**src/rtl/dac_pkg.sv**
```systemverilog
// Shared state encoding and default widths/codes for the DAC bus sequencer.
package dac_pkg;

  localparam int CODE_W       = 8;
  localparam int DEFAULT_CODE = 178;

  typedef enum logic [1:0] {
    ST_WAKE  = 2'd0,
    ST_IDLE  = 2'd1,
    ST_SWEEP = 2'd2,
    ST_SLEEP = 2'd3
  } dac_state_t;

endpackage

```
**src/rtl/dac_sweep_gen.sv**
```systemverilog
// Step/hold counter for DAC sweeps: holds each code for 'hold' cycles and
// reports the next code to emit or that the sweep has run past its upper bound.
module dac_sweep_gen #(
  parameter int CODE_W = 8,
  parameter int HOLD_W = 16
) (
  input  logic              clk,
  input  logic              rst,
  input  logic [CODE_W-1:0] lo,
  input  logic [CODE_W-1:0] hi,
  input  logic [CODE_W-1:0] step,
  input  logic [HOLD_W-1:0] hold,
  input  logic              start,
  input  logic              abort,
  output logic [CODE_W-1:0] code,
  output logic              code_valid,
  output logic              last
);

  logic [CODE_W-1:0] cur;
  logic [CODE_W-1:0] hi_r;
  logic [CODE_W-1:0] step_r;
  logic [HOLD_W-1:0] hold_r;
  logic [HOLD_W-1:0] hold_cnt;
  logic              active;
  logic [CODE_W:0]   next_sum;
  logic              hold_end;
  logic              beyond;

  // One extra bit so that running off the top of the code range counts as past hi.
  assign next_sum   = {1'b0, cur} + {1'b0, step_r};
  assign hold_end   = active && (hold_cnt == hold_r - HOLD_W'(1));
  assign beyond     = next_sum > {1'b0, hi_r};
  assign code       = next_sum[CODE_W-1:0];
  assign code_valid = hold_end && !beyond;
  assign last       = hold_end && beyond;

  always_ff @(posedge clk or posedge rst) begin
    if (rst) begin
      cur      <= '0;
      hi_r     <= '0;
      step_r   <= '0;
      hold_r   <= '0;
      hold_cnt <= '0;
      active   <= 1'b0;
    end else if (start) begin
      cur      <= lo;
      hi_r     <= hi;
      step_r   <= (step == '0) ? CODE_W'(1) : step;
      hold_r   <= (hold == '0) ? HOLD_W'(1) : hold;
      hold_cnt <= '0;
      active   <= 1'b1;
    end else if (active) begin
      if (abort || last) begin
        active <= 1'b0;
      end else if (code_valid) begin
        cur      <= code;
        hold_cnt <= '0;
      end else begin
        hold_cnt <= hold_cnt + HOLD_W'(1);
      end
    end
  end

endmodule

```
**src/rtl/dac_seq_ctrl.sv**
```systemverilog
// DAC data bus sequencer: power sequencing (wake/sleep), arbitration between
// single-shot level writes and stepped sweeps, and the registered DAC code.
module dac_seq_ctrl #(
  parameter int CODE_W       = dac_pkg::CODE_W,
  parameter int DEFAULT_CODE = dac_pkg::DEFAULT_CODE,
  parameter int WAKE_CYCLES  = 100,
  parameter int HOLD_W       = 16
) (
  input  logic              clk,
  input  logic              rst,
  input  logic              lvl_req,
  input  logic [CODE_W-1:0] lvl_code,
  output logic              lvl_ack,
  input  logic              swp_start,
  input  logic [CODE_W-1:0] swp_lo,
  input  logic [CODE_W-1:0] swp_hi,
  input  logic [CODE_W-1:0] swp_step,
  input  logic [HOLD_W-1:0] swp_hold,
  input  logic              swp_abort,
  output logic              swp_busy,
  output logic              swp_done,
  input  logic              sleep_req,
  output logic [CODE_W-1:0] dac_code,
  output logic              dac_sleep,
  output logic              dac_ready
);

  import dac_pkg::*;

  localparam int WAKE_W = (WAKE_CYCLES > 1) ? $clog2(WAKE_CYCLES) : 1;

  dac_state_t        state;
  dac_state_t        next_state;
  logic [WAKE_W-1:0] wake_cnt;
  logic [WAKE_W-1:0] wake_cnt_nxt;
  logic [CODE_W-1:0] code_nxt;
  logic              ack_nxt;
  logic              done_nxt;
  logic              gen_start;
  logic              gen_abort;
  logic [CODE_W-1:0] gen_code;
  logic              gen_valid;
  logic              gen_last;

  dac_sweep_gen #(
    .CODE_W (CODE_W),
    .HOLD_W (HOLD_W)
  ) u_sweep (
    .clk        (clk),
    .rst        (rst),
    .lo         (swp_lo),
    .hi         (swp_hi),
    .step       (swp_step),
    .hold       (swp_hold),
    .start      (gen_start),
    .abort      (gen_abort),
    .code       (gen_code),
    .code_valid (gen_valid),
    .last       (gen_last)
  );

  always_comb begin
    next_state   = state;
    wake_cnt_nxt = wake_cnt;
    code_nxt     = dac_code;
    ack_nxt      = 1'b0;
    done_nxt     = 1'b0;
    gen_start    = 1'b0;
    gen_abort    = 1'b0;
    unique case (state)
      ST_WAKE: begin
        if (wake_cnt == WAKE_W'(WAKE_CYCLES - 1)) begin
          next_state   = ST_IDLE;
          wake_cnt_nxt = '0;
        end else begin
          wake_cnt_nxt = wake_cnt + WAKE_W'(1);
        end
      end
      // A request still high in its own ack cycle is the tail of the last write.
      ST_IDLE: begin
        if (swp_start) begin
          gen_start  = 1'b1;
          code_nxt   = swp_lo;
          next_state = ST_SWEEP;
        end else if (lvl_req && !lvl_ack) begin
          code_nxt = lvl_code;
          ack_nxt  = 1'b1;
        end else if (sleep_req) begin
          next_state = ST_SLEEP;
        end
      end
      ST_SWEEP: begin
        if (swp_abort) begin
          gen_abort  = 1'b1;
          next_state = ST_IDLE;
        end else if (gen_last) begin
          done_nxt   = 1'b1;
          next_state = ST_IDLE;
        end else if (gen_valid) begin
          code_nxt = gen_code;
        end
      end
      ST_SLEEP: begin
        if (!sleep_req) begin
          next_state   = ST_WAKE;
          wake_cnt_nxt = '0;
        end
      end
    endcase
  end

  always_ff @(posedge clk or posedge rst) begin
    if (rst) begin
      state    <= ST_WAKE;
      wake_cnt <= '0;
      dac_code <= CODE_W'(DEFAULT_CODE);
      lvl_ack  <= 1'b0;
      swp_done <= 1'b0;
    end else begin
      state    <= next_state;
      wake_cnt <= wake_cnt_nxt;
      dac_code <= code_nxt;
      lvl_ack  <= ack_nxt;
      swp_done <= done_nxt;
    end
  end

  assign swp_busy  = (state == ST_SWEEP);
  assign dac_sleep = (state == ST_SLEEP);
  assign dac_ready = (state == ST_IDLE);

endmodule

```
**config.mk**
```make
export PLATFORM = sky130hd
export DESIGN_NAME = dac_seq_ctrl
export DESIGN_NICKNAME = d
export VERILOG_FILES = /design/src/rtl/dac_pkg.sv /design/src/rtl/dac_sweep_gen.sv /design/src/rtl/dac_seq_ctrl.sv
export SDC_FILE = /design/constraint.sdc
export NUM_CORES = 1
export LEC_CHECK = 0
export BUFFER_PORTS_ARGS = -buffer_cell sky130_fd_sc_hd__clkbuf_2
export CORE_UTILIZATION = 58
export DETAILED_ROUTE_END_ITERATION = 12
export PLACE_DENSITY_LB_ADDON = 0.2
export SKIP_LAST_GASP = 1
export SLEW_MARGIN = 20
export SYNTH_ARGS = -nofsm -noshare
export SYNTH_HDL_FRONTEND = slang
export SYNTH_SLANG_ARGS = --single-unit
```
**constraint.sdc**
```tcl
create_clock -name clk -period 4.29 [get_ports clk]
set_clock_uncertainty 0.1 [all_clocks]
set_input_delay 0.429 -clock clk [delete_from_list [all_inputs] [get_ports clk]]
set_output_delay 0.429 -clock clk [all_outputs]
set_load 0.02 [all_outputs]
```
==> impl.org <==
** Critical path
- Critical path data required time :: around 4.4 ns
- Critical path's most frequent cell :: ha_1
- Worst reg2reg setup slack :: 0.23 ns
- Along the worst path, the maximum fanout reaches 9.
- STA classifies the critical path startpoint as a flop.
- Arrival time worst endpoint :: 4.21 ns
- The critical path is of the reg -> reg type.
- In this design, the largest share of critical-path delay is due to compound AO/OA/AOI/OAI gates.
- On the worst path, the slowest cell contributes a delay of about 0.50 ns.
- Buffering stage count on the worst path with inverters included :: 0
- Traced cell by cell, the critical path runs through ha_1, fa_1, a21oi_1, o211ai_1, nor2_1, xnor2_1, ha_1, a2111oi_0, o21ai_0, nor3_1, o22ai_1, o31ai_4, mux2_2.
- STA classifies the critical path endpoint as a flop.
- For this design, the slowest cell found on the critical path is o31ai_4.

** Logic synthesis
- A synthesized cell averages 8.94 µm².
- Post-synthesis instance area :: roughly 4700 µm²
- Warning count from the yosys run :: 0
- Count of flip-flops with a built-in enable after synthesis :: 0
- The number of different library cells used by synthesis comes to 63.
- Flops & latches, synth :: between 70 and 80
- Most used flip-flop cell after synthesis :: dfrtp_1
- The share of the Yosys chip area taken by registers is 0.405.
- Async SR Flop Fraction :: 1.00
- Nets in the synthesized netlist :: 600
- Synth Instances :: between 500 and 600

** Route
- Via count of the routed design :: slightly above 4,000
- Using the TritonRoute via totals, the vias-per-cell ratio works out to 5.89.
- Detailed-routing iteration count for the pre-antenna-repair pass :: 5
- For this block, the routed nets add up to between 10 and 15 mm of wire.
- Average detailed-routed wire length per instance :: 15.4 µm
- For this block, the initial DRC count from the detailed router was between 200 and 250.
- For this run, design rule violations remaining after detail routing come to 0.
- Once detail routing completed, the nets flagged for antenna violations numbered 0.

** Power
- NetSw :: 1810 µW
- Ratio of total power to cell area :: 737 nW/µm²
- VDD sags by at most a little under 0.4 mV.
- The share of total power dissipated in sequential elements is 0.325.
- Leakage dissipation :: about 0.0025 µW
- Internal :: 2130 µW
- The design draws between 3000 and 4000 µW.
- The share of total power dissipated in combinational logic is 0.518.
- Switching part of the total :: 0.459
- Portion of total power attributed to the clock network :: 0.157

** GRT
- The via count of the first global-routing pass was 3,780.
- Global-route total usage across every layer :: 0.264
- Gr ovfl total :: 0
- Maximum number of pins on one net before global-route repair :: 55
- Wire length of the first global-routing pass :: roughly 18 mm
- Initial antenna violation count :: 0

** Clock tree
- After clock tree synthesis, the clock-pin slew on the worst setup and hold paths is around 0.09 ns.
- CTS built an H-tree with a depth of 3.
- Counting the buffers created by CTS gives 9.
- The clock reaches the later pin of the worst-skew pair after about 0.35 ns.
- Hold_buf cts :: 0
- Number of clock sinks seen by CTS :: 76
- TritonCTS clock tree :: built
- No sink is reached through more buffers than the 2 on the longest clock path.
- Root buffer cell :: clkbuf_8

** Floorplan
- Die outline height :: roughly 92 µm
- Initial core utilization :: 0.606
- Core Region :: about 8000 µm²
- Die Area :: about 8500 µm²
- After floorplanning, the core was divided into 32 placement rows.
- X dimension of the die :: a little over 90 µm
- In this run the count of I/O pins placed on the die edge is 67.

** STA
- Timing-limited maximum frequency :: approximately 0.25 GHz
- Hold violation total from the final report :: 0
- Summed over all failing endpoints, the final setup total negative slack is 0 ns.
- Headroom to the max-slew limit :: 0.388
- For the pin with the worst max-slew slack, the measured transition is 0.917 ns.
- Setup repair after global routing left no endpoint under its margin.
- Setup-violating endpoint count in the final report :: 0
- Count of pins over their slew limit :: 0
- Time the worst path needs with I/O delays and setup :: a little over 4 ns
- Share of the clock period used by the worst path after layout :: 0.947

** Placed design
- Number of port buffers :: 66
- GPL Wtd Cong :: just over 0.9
- Post-detailed-placement half-perimeter wirelength :: between 7 and 8 mm

** Final layout
- Net count reported at finish :: roughly 660
- Layout cells sized above 1 :: 0.200
- Commonest non-fill, non-tap cells in the layout :: nand2_1 (102), dfrtp_1 (72), clkbuf_2 (66)
- The library cell used most frequently in the layout, excluding fill and tap cells, is nand2_1.
- From synthesis to final layout, the design area changed by 13.6%.
- The repair_antennas step left the layout with diodes totalling 0.

** Run status
- The run finished with clean final reports.

** Worst hold path
- In this run the worst hold path is classified as in -> async.

** Job
- Max-cap violations in this run came to 0.
==> area by class of cell <==
type | instances | area (µm²)
Multi-Input combinational cell | 407 | 2640
Fill cell | 649 | 2420
Tap cell | 102 | 128
Sequential cell | 76 | 1910
Inverter | 20 | 76.3
Timing Repair Buffer | 70 | 373
Clock buffer | 9 | 124
Clock inverter | 7 | 97.6
==> synth_stat cells (all sizes together) (5+ instances only) <==
cell type / instances / share of area
nand2: 102 / 0.081
dfrtp: 72 / 0.38
o21ai: 44 / 0.047
nand3: 21 / 0.022
nor3: 21 / 0.022
inv: 20 / 0.016
nor2: 20 / 0.016
ha: 19 / 0.051
clkbuf: 17 / 0.014
xnor2: 17 / 0.032
mux2i: 16 / 0.034
a21oi: 14 / 0.017
and3: 13 / 0.017
a211o: 10 / 0.019
nor4: 10 / 0.018
mux2: 8 / 0.019
or3: 8 / 0.012
and2: 7 / 0.0093
nor2b: 7 / 0.0093
xor2: 7 / 0.013
buf: 6 / 0.0061
nand2b: 6 / 0.0080
nor3b: 5 / 0.0080
or4: 5 / 0.0080
==> power groups by stage <==
stage                     clock network (µW)  logic (µW)  registers [µW]
final                                    616        2040            1280
after global routing                     652        2260            1320
after CTS                                623        2020            1270
after detailed placement                   0        2000            1290
after global placement                     0        1910            1270
after floorplan                            0        1540            1240
==> worst reg2reg max path, stage by stage (launching register included) <==
cell	delay, ns
dfrtp_1	0.38
ha_1	0.23
fa_1	0.40
a21oi_1	0.22
o211ai_1	0.15
nor2_1	0.13
xnor2_1	0.20
ha_1	0.33
a2111oi_0	0.39
o21ai_0	0.16
nor3_1	0.15
o22ai_1	0.21
o31ai_4	0.50
mux2_2	0.40
==> path summary, 6_finish.rpt <==
kind / from / end / depth (start not counted)
worst min-delay path: rst / wake_cnt[4]$_DFFE_PP0P_ / 2
worst max register to register: u_sweep.step_r[0]$_DFFE_PP0P_ / dac_code[0]$_DFFE_PP0P_ / 13
min in group clk: swp_hi[1] / u_sweep.hi_r[1]$_DFFE_PP0P_ / 3
worst max-delay path: u_sweep.step_r[0]$_DFFE_PP0P_ / dac_code[0]$_DFFE_PP0P_ / 13
worst min register to register: u_sweep.step_r[0]$_DFFE_PP0P_ / u_sweep.step_r[0]$_DFFE_PP0P_ / 2
max in group asynchronous: rst / dac_code[4]$_DFFE_PP1P_ / 3
==> registers in the layout, indices dropped and copies added, names as in the netlist <==
name / count
dac_code: 8
lvl_ack: 1
state: 2
swp_done: 1
u_sweep.active: 1
u_sweep.cur: 8
u_sweep.hi_r: 8
u_sweep.hold_cnt: 16
u_sweep.hold_r: 16
u_sweep.step_r: 8
wake_cnt: 7
==> cell families after synthesis <==
group	Yosys count	synth area share
flip-flops	76	0.405
multiplexers	24	0.0532
AO/OA/AOI/OAI	102	0.152
buffers and inverters	43	0.0356
adder cells (fa/ha/maj)	20	0.0548
AND/OR/NAND/NOR	237	0.254
XOR/XNOR	24	0.0447
==> through the flow <==
step,setup slack [ns],instances,utilization,area (µm²),hold slack (ns)
4_1_cts,0.218,690,0.685,5320,0.167
6_report,0.229,691,0.688,5340,0.0822
2_1_floorplan,0.713,526,-,4700,0.352
3_3_place_gp,0.428,674,0.656,5090,0.373
5_1_grt,0.0335,691,0.688,5340,0.153
3_5_place_dp,0.237,674,0.657,5100,0.371
==> what timing repair did <==
item / in CTS / in global routing
resized for setup: 0 / 0
setup buffers: 0 / 1
endpoints found under the setup margin: 0 / 2
==> per-layer routing <==
metal | wire length (µm) | global-route usage | up-vias | part of all wire
met5 | 0 | 0 | - | 0
met4 | 164 | 0.0833 | 0 | 0.015
met3 | 508 | 0.0348 | 19 | 0.048
met2 | 4850 | 0.407 | 138 | 0.46
met1 | 5090 | 0.386 | 1923 | 0.48
li1 | - | - | 1992 | -
Note: power is estimated with default switching activity, not from simulation.
